`config.mk`:
```
export PLATFORM = sky130hd
export DESIGN_NAME = mem_bus_access
export DESIGN_NICKNAME = d
export VERILOG_FILES = /design/src/rtl/mem_bus_access.sv
export SDC_FILE = /design/constraint.sdc
export NUM_CORES = 1
export LEC_CHECK = 0
export CORE_MARGIN = 2
export CORE_UTILIZATION = 37
export CTS_CLUSTER_DIAMETER = 100
export CTS_CLUSTER_SIZE = 30
export DETAILED_ROUTE_END_ITERATION = 12
export PLACE_DENSITY = 0.77
export SKIP_CTS_REPAIR_TIMING = 1
export SLEW_MARGIN = 10
export SYNTH_ARGS = -nofsm -noshare
export SYNTH_HDL_FRONTEND = slang
export SYNTH_SLANG_ARGS = --single-unit
```
`constraint.sdc`:
```
create_clock -name clk -period 4.1 [get_ports clk]
set_clock_uncertainty 0.2 [all_clocks]
set_input_delay 0.82 -clock clk [delete_from_list [all_inputs] [get_ports clk]]
set_output_delay 0.82 -clock clk [all_outputs]
set_load 0.02 [all_outputs]
```
`src/rtl/mem_bus_access.sv`:
```
// Data-memory access sequencer: turns MEM-stage load/store strobes into a req/ack
// bus transaction, stalling the pipeline until it completes or times out.
module mem_bus_access #(
    parameter int TIMEOUT = 16,
    parameter int CNT_W   = 8
) (
    input  logic        clk,
    input  logic        rst,
    input  logic [31:0] memaddr,
    input  logic [31:0] memwritedata,
    input  logic        memread,
    input  logic        memwrite,
    input  logic [31:0] bus_rdata,
    input  logic        bus_ack,
    output logic        bus_req,
    output logic        bus_we,
    output logic [31:0] bus_addr,
    output logic [31:0] bus_wdata,
    output logic        stall,
    output logic [31:0] loaddata,
    output logic        load_valid,
    output logic        addr_err,
    output logic        bus_err
);

    typedef enum logic [1:0] {IDLE, REQ, DONE} state_t;

    state_t            state_reg, state_next;
    logic [CNT_W-1:0]  cnt_reg, cnt_next;
    logic              req_reg, req_next;
    logic              we_reg, we_next;
    logic [31:0]       addr_reg, addr_next;
    logic [31:0]       wdata_reg, wdata_next;
    logic [31:0]       loaddata_reg, loaddata_next;
    logic              load_valid_reg, load_valid_next;
    logic              addr_err_reg, addr_err_next;
    logic              bus_err_reg, bus_err_next;

    logic access;
    logic aligned;

    assign access  = memread | memwrite;
    assign aligned = (memaddr[1:0] == 2'b00);

    always_comb begin
        state_next      = state_reg;
        cnt_next        = cnt_reg;
        req_next        = req_reg;
        we_next         = we_reg;
        addr_next       = addr_reg;
        wdata_next      = wdata_reg;
        loaddata_next   = loaddata_reg;
        load_valid_next = 1'b0;
        addr_err_next   = 1'b0;
        bus_err_next    = 1'b0;
        case (state_reg)
            IDLE: begin
                if (access) begin
                    if (aligned) begin
                        state_next = REQ;
                        req_next   = 1'b1;
                        we_next    = memwrite;  // a write wins when both strobes are high
                        addr_next  = memaddr;
                        wdata_next = memwritedata;
                        cnt_next   = '0;
                    end else begin
                        addr_err_next = 1'b1;
                    end
                end
            end
            REQ: begin
                // ack takes priority over a timeout expiring in the same cycle
                if (bus_ack) begin
                    state_next = DONE;
                    req_next   = 1'b0;
                    if (!we_reg) begin
                        loaddata_next   = bus_rdata;
                        load_valid_next = 1'b1;
                    end
                end else if (cnt_reg == CNT_W'(TIMEOUT - 1)) begin
                    state_next    = DONE;
                    req_next      = 1'b0;
                    loaddata_next = '0;
                    bus_err_next  = 1'b1;
                end else begin
                    cnt_next = cnt_reg + 1'b1;
                end
            end
            DONE: begin
                state_next = IDLE;
            end
            default: begin
                state_next = IDLE;
                req_next   = 1'b0;
            end
        endcase
    end

    always_ff @(posedge clk or posedge rst) begin
        if (rst) begin
            state_reg      <= IDLE;
            cnt_reg        <= '0;
            req_reg        <= 1'b0;
            we_reg         <= 1'b0;
            addr_reg       <= '0;
            wdata_reg      <= '0;
            loaddata_reg   <= '0;
            load_valid_reg <= 1'b0;
            addr_err_reg   <= 1'b0;
            bus_err_reg    <= 1'b0;
        end else begin
            state_reg      <= state_next;
            cnt_reg        <= cnt_next;
            req_reg        <= req_next;
            we_reg         <= we_next;
            addr_reg       <= addr_next;
            wdata_reg      <= wdata_next;
            loaddata_reg   <= loaddata_next;
            load_valid_reg <= load_valid_next;
            addr_err_reg   <= addr_err_next;
            bus_err_reg    <= bus_err_next;
        end
    end

    // stall is the only combinational output; it must read 0 while reset is held
    assign stall = !rst && (((state_reg == IDLE) && access && aligned) || (state_reg == REQ));

    assign bus_req    = req_reg;
    assign bus_we     = we_reg;
    assign bus_addr   = addr_reg;
    assign bus_wdata  = wdata_reg;
    assign loaddata   = loaddata_reg;
    assign load_valid = load_valid_reg;
    assign addr_err   = addr_err_reg;
    assign bus_err    = bus_err_reg;

endmodule

```
==> metrics.yaml, run 1 <==
yosys:
  synth_top_area_share_pct: 65.2
  ys_ff_latch: 111
  netlist_instances: 413
  synth_edf_count: 0
  syn_area_per_cell_sq_um: 10.3
  synth.yosys.seq_area_share_pct: 65.2
  syn-cell-area_sq_mm: 0.00426
  ys_warn_count: 0
  synth_commonest_cells: "nand2_1, dfrtp_1, a22o_1"
  yosysMostFrequentCell: "nand2_1"
  syn-num-nets: 515
  yosys-top-cells-area: "dfrtp_1, nand2_1, a22o_1"
  async_flop_share_pct: 100
  ys_types: 34
  yosysTopAreaCell: "dfrtp_1"
  synth-main-ff-cell: "dfrtp_1"
setup_path:
  critPathBufInv: 2
  cp_top_family: "buffers and inverters"
  critical_path_class: "in -> out"
  cp_common_cell: "clkdlybuf4s50_1"
  critPathArrivalTime_ns: 2.44
  end_kind: "primary output"
  crit_required_ns: 3.08
  worst-path-max-fanout: 3
  worst_path_max_delay_cell: "clkdlybuf4s50_1"
  max_stage_delay_ns: 0.62
  crit_chain: "clkdlybuf4s50_1, nor2_1, nand3b_1, a21oi_1, clkdlybuf4s50_1"
  cp-start-kind: "primary input"
clock_network:
  clockBufferDepth: 2
  clock-sinks: 111
  htreeDepth: 3
  cts_buffers: 9
  clkTransAtPathRegs_ns: 0.07
  tritoncts: "yes"
  root_buffer: "clkbuf_16"
  clk_latency_ns: 0.34
sta:
  fin_tns_setup_ns: 0
  max_slew.worst_pin.slew_ns: 0.695
  min_period_over_period_pct: 84.5
  hold_viol_final: 0
  max_freq_mhz: 289
  setup_viol: 0
  rsz0062_at_grt: "false"
  period_needed_ns: 3.46
  final-max-slew-violation-count: 0
  slew_headroom_pct: 53.7
cells_and_area:
  nFillCells: 987
  multi_input_area_sq_mm: 0.00137
  seqCellArea_sq_mm: 0.00278
  diodes: 0
  final_nets: 711
  drive_gt1_share_pct: 4.40
  synthToLayoutAreaGrowth_pct: 57.0
  fin_cells: 757
die:
  core_region_area_sq_mm: 0.0113
  top_level_ports: 203
  start_util_pct: 37.6
  dieWidth_um: 111
  row_count: 39
  die_h_um: 111
  die_area_sq_mm: 0.0124
drt:
  route.detailed.drc: 0
  via_count: 3628
  drt_first_pass_iters: 4
  wl_per_cell_um: 14.8
  drtAntennaViolNets: 0
  via_per_inst: 4.79
  wirelength_um: 11200
  drt_iter0_drc: 131
placed_design:
  io_buffers: 202
  place_inst: 741
  place.gp.congestion: 0.815
  dp_hpwl_um: 7870
power:
  p_leak_uw: 0.00317
  p_sw_uw: 1310
  pwr_density_cell_mw_per_mm2: 589
  p_int_uw: 2630
  pwr-share-clk_pct: 21.1
  p_comb_share_pct: 38.6
  seqPwrFrac_pct: 40.3
  swShare_pct: 33.3
  ir_drop_mv: 0.380
status:
  status: "complete, no violations"
global_route:
  grt_pass1_wl_um: 18500
  grt_usage_pct: 18.4
  grt_pass1_vias: 3854
  antenna_found_initial: 1
  grt-ovfl-total: 0
  grt_max_degree: 66
hold_path:
  hold_path.class: "reg -> reg"
flow_run:
  max_cap_viol_count: 0
==> per-layer routing <==
metal,up-vias,share of wire (%),GRT usage (%),wire (um)
met1,1723,42,22.7,4720
met3,14,8.3,5.90,925
met2,147,48,30.5,5360
li1,1742,-,-,-
met4,2,1.5,6.83,172
met5,-,0.12,0,13
==> per-stage QoR <==
stage	setup WS, ns	total power [uW]	instance area [sq um]	utilization, %	hold WS, ns
6_report	0.637	3940	6690	59.1	0.271
4_1_cts	0.645	3980	6690	59.1	0.278
5_1_grt	0.552	4150	6690	59.1	0.296
3_5_place_dp	0.651	3130	6400	56.5	0.261
2_1_floorplan	0.149	2300	4260	-	0.272
3_3_place_gp	0.655	3100	6400	56.5	0.256
==> area by class of cell <==
cell class,instances,share of cell area [%]
flip-flops and latches,111,41.5
repair buffers,206,30.9
multi-input cells,278,20.4
clock buffers,12,3.84
well taps,143,2.68
clock inverters,4,0.449
inverters,3,0.206
==> path summary, 6_finish.rpt <==
check                              from      endpoint  slack [ns]  cells after the start
max                            memwrite         stall        0.64                      5
min                        bus_wdata[6]  bus_wdata[6]        0.27                      2
max reg2reg                  cnt_reg[5]  loaddata[20]        1.84                      4
min reg2reg                bus_wdata[6]  bus_wdata[6]        0.27                      2
max in group asynchronous           rst  loaddata[20]        2.17                      3
min in group asynchronous           rst  loaddata[31]        0.78                      2
==> cell families after synthesis <==
| family | count (synthesis) | synth area share, % |
|---|---|---|
| fa+ha+maj | 1 | 0.294 |
| mux | 1 | 0.235 |
| flops | 111 | 65.2 |
| buf+inv | 24 | 2.82 |
| compound gates | 45 | 9.25 |
| simple gates | 230 | 22.0 |
| xor+xnor | 1 | 0.206 |
==> layout by cell type (no fill, tap or decap), types with 2 or more instances in the layout <==
cell,netlist,final
clkdlybuf4s50_1,0,202
nand2_1,193,193
dfrtp_1,111,111
a22o_1,34,34
clkbuf_16,0,9
nor2_1,9,8
nand3_1,4,4
and2_1,4,4
nor3_1,4,4
nand2b_1,3,3
buf_4,0,3
a21oi_1,2,2
and3_1,2,2
nor4_1,2,2
o22ai_1,2,2
a221o_1,2,2
clkinv_4,0,2
clkbuf_8,0,2
==> power groups by stage <==
stage	registers (uW)	clock network, uW	logic (uW)
after floorplan	1970	0	327
after global placement	1590	0	1510
after detailed placement	1600	0	1530
after CTS	1590	857	1540
after global routing	1620	915	1620
final	1590	832	1520
==> tightest hold or removal path: stages (launching register included) <==
cell     delay, ns
dfrtp_1       0.34
nand2_1       0.05
nand2_1       0.05
No activity file was read; power rests on OpenSTA's default activity.
==> run 2: changes to the inputs <==
clock period = 2.9 ns   (was 4.1 ns; I/O delays follow)
==> run 2 against run 1 <==
Against the previous run:
- via count is 0.96% higher
- worst hold slack better by 0.00099 ns
- global-route usage is 0.24 points lower
- largest cell class unchanged
- power is 42% higher
- routed wire length is 1.5% lower
- non-clock buffer count is 5 higher
- sequential power is 42% higher
- combinational power is 41% higher
- first-iteration DRC count is 9.2% higher
- clock power is 41% higher
- sequential share of layout area is 0.29 points lower
==> metrics.yaml, run 2 (synthesis results as in run 1) <==
drt:
  route.detailed.drc: 0
  via_per_inst: 4.81
  drt_iter0_drc: 143
  wl_met3_um: 1030
  via_count: 3663
  top_layer_used: "met4"
  wirelength_um: 11000
  wl_met2_um: 5270
  wl_met1_um: 4470
  drtAntennaViolNets: 0
  wl_per_cell_um: 14.5
  drt_first_pass_iters: 4
clock_network:
  htreeDepth: 3
  clk_latency_ns: 0.34
  cts_buffers: 9
  tritoncts: "yes"
  clockBufferDepth: 2
  root_buffer: "clkbuf_16"
  clock-sinks: 111
  clkTransAtPathRegs_ns: 0.06
cells_and_area:
  nFillCells: 935
  seqCellArea_sq_mm: 0.00278
  final_nets: 716
  final_common_cell: "clkdlybuf4s50_1"
  most-common-layout-cells: "clkdlybuf4s50_1, nand2_1, dfrtp_1"
  synthToLayoutAreaGrowth_pct: 58.1
  drive_gt1_share_pct: 5.02
  multi_input_area_sq_mm: 0.00137
  post-route-util_pct: 59.5
  diodes: 0
die:
  core_region_area_sq_mm: 0.0113
  row_count: 39
  top_level_ports: 203
  dieWidth_um: 111
  start_util_pct: 37.6
  die_h_um: 111
  die_area_sq_mm: 0.0124
power:
  swShare_pct: 32.7
  p_sw_uw: 1820
  ir_drop_mv: 0.516
  p_int_uw: 3750
  pwr-share-clk_pct: 21.0
  pwr_density_cell_mw_per_mm2: 827
  p_leak_uw: 0.00322
  seqPwrFrac_pct: 40.3
  p_comb_share_pct: 38.6
sta:
  period_needed_ns: 2.53
  max_freq_mhz: 395
  max_slew.worst_pin.slew_ns: 0.691
  fin_tns_setup_ns: 0
  slew_headroom_pct: 53.9
  setup_viol: 0
  min_period_over_period_pct: 87.3
  hold-worst-slack_ns: 0.272
  final-max-slew-violation-count: 0
  hold_viol_final: 0
  rsz0062_at_grt: "false"
setup_path:
  critical_path_class: "in -> out"
  crit_required_ns: 2.12
  worst-path-max-fanout: 2
  crit_chain: "clkdlybuf4s50_1, nor2_1, nand3b_1, a21oi_1, dlymetal6s2s_1"
  worst_path_max_delay_cell: "clkdlybuf4s50_1"
  critPathArrivalTime_ns: 1.75
  max_stage_delay_ns: 0.47
  cp-start-kind: "primary input"
  end_kind: "primary output"
placed_design:
  dp_hpwl_um: 8000
  io_buffers: 202
  place.gp.congestion: 0.850
global_route:
  grt-ovfl-total: 0
  grt_pass1_wl_um: 18300
  antenna_found_initial: 0
  grt_usage_pct: 18.2
  grt_max_degree: 70
  grt_pass1_vias: 3781
flow_run:
  max_cap_viol_count: 0
status:
  status: "complete, no violations"
hold_path:
  hold_path.class: "reg -> reg"
[run 2: power groups by stage]
stage | clock network [uW] | registers, uW | logic [uW]
after CTS | 1220 | 2250 | 2180
after global placement | 0 | 2240 | 2140
after floorplan | 0 | 2790 | 462
after global routing | 1280 | 2300 | 2290
final | 1170 | 2250 | 2150
after detailed placement | 0 | 2270 | 2170
[run 2: critical path: cells and delay by family]
family / cells / cell delay (ns)
AO/OA/AOI/OAI: 1 / 0.19
buffers and inverters: 2 / 0.72
AND/OR/NAND/NOR: 2 / 0.26
[run 2: path summary, 6_finish.rpt]
check                                   from            to  slack [ns]  cells after the start
worst max-delay path                memwrite         stall        0.37                      5
worst min-delay path            bus_wdata[6]  bus_wdata[6]        0.27                      2
worst max register to register    cnt_reg[5]   loaddata[3]        0.61                      4
worst min register to register  bus_wdata[6]  bus_wdata[6]        0.27                      2
max in group asynchronous                rst  bus_addr[29]        1.63                      3
min in group asynchronous                rst    cnt_reg[5]        0.54                      3
[run 2: metrics by stage]
step / area, sq um / std cells / worst slack, ns / power, uW
after floorplan: 4260 / 413 / 0.500 / 3250
after global placement: 6450 / 746 / -0.0180 / 4380
after detailed placement: 6450 / 746 / -0.0272 / 4440
after CTS: 6730 / 761 / -0.0340 / 5650
after global routing: 6730 / 761 / 0.317 / 5870
final: 6730 / 761 / 0.368 / 5570
[run 2: final cells by class]
| type | count | share of cell area, % |
|---|---|---|
| clock inverter | 5 | 0.743 |
| inverter | 3 | 0.223 |
| tap | 143 | 2.66 |
| multi-input combinational | 278 | 20.3 |
| sequential | 111 | 41.3 |
| timing repair buffer | 211 | 31.4 |
| clock buffer | 10 | 3.40 |
[run 2: metal layers]
| metal | GRT usage [%] | vias up |
|---|---|---|
| li1 | - | 1744 |
| met1 | 22.2 | 1725 |
| met2 | 29.6 | 174 |
| met3 | 6.23 | 20 |
| met4 | 7.74 | 0 |
| met5 | 0 | - |
==> run 3: changes to the inputs <==
TNS_END_PERCENT = 20   (was not set)
==> results of run 3 <==
The final DEF is identical to that of run 2; final timing and power are the same.
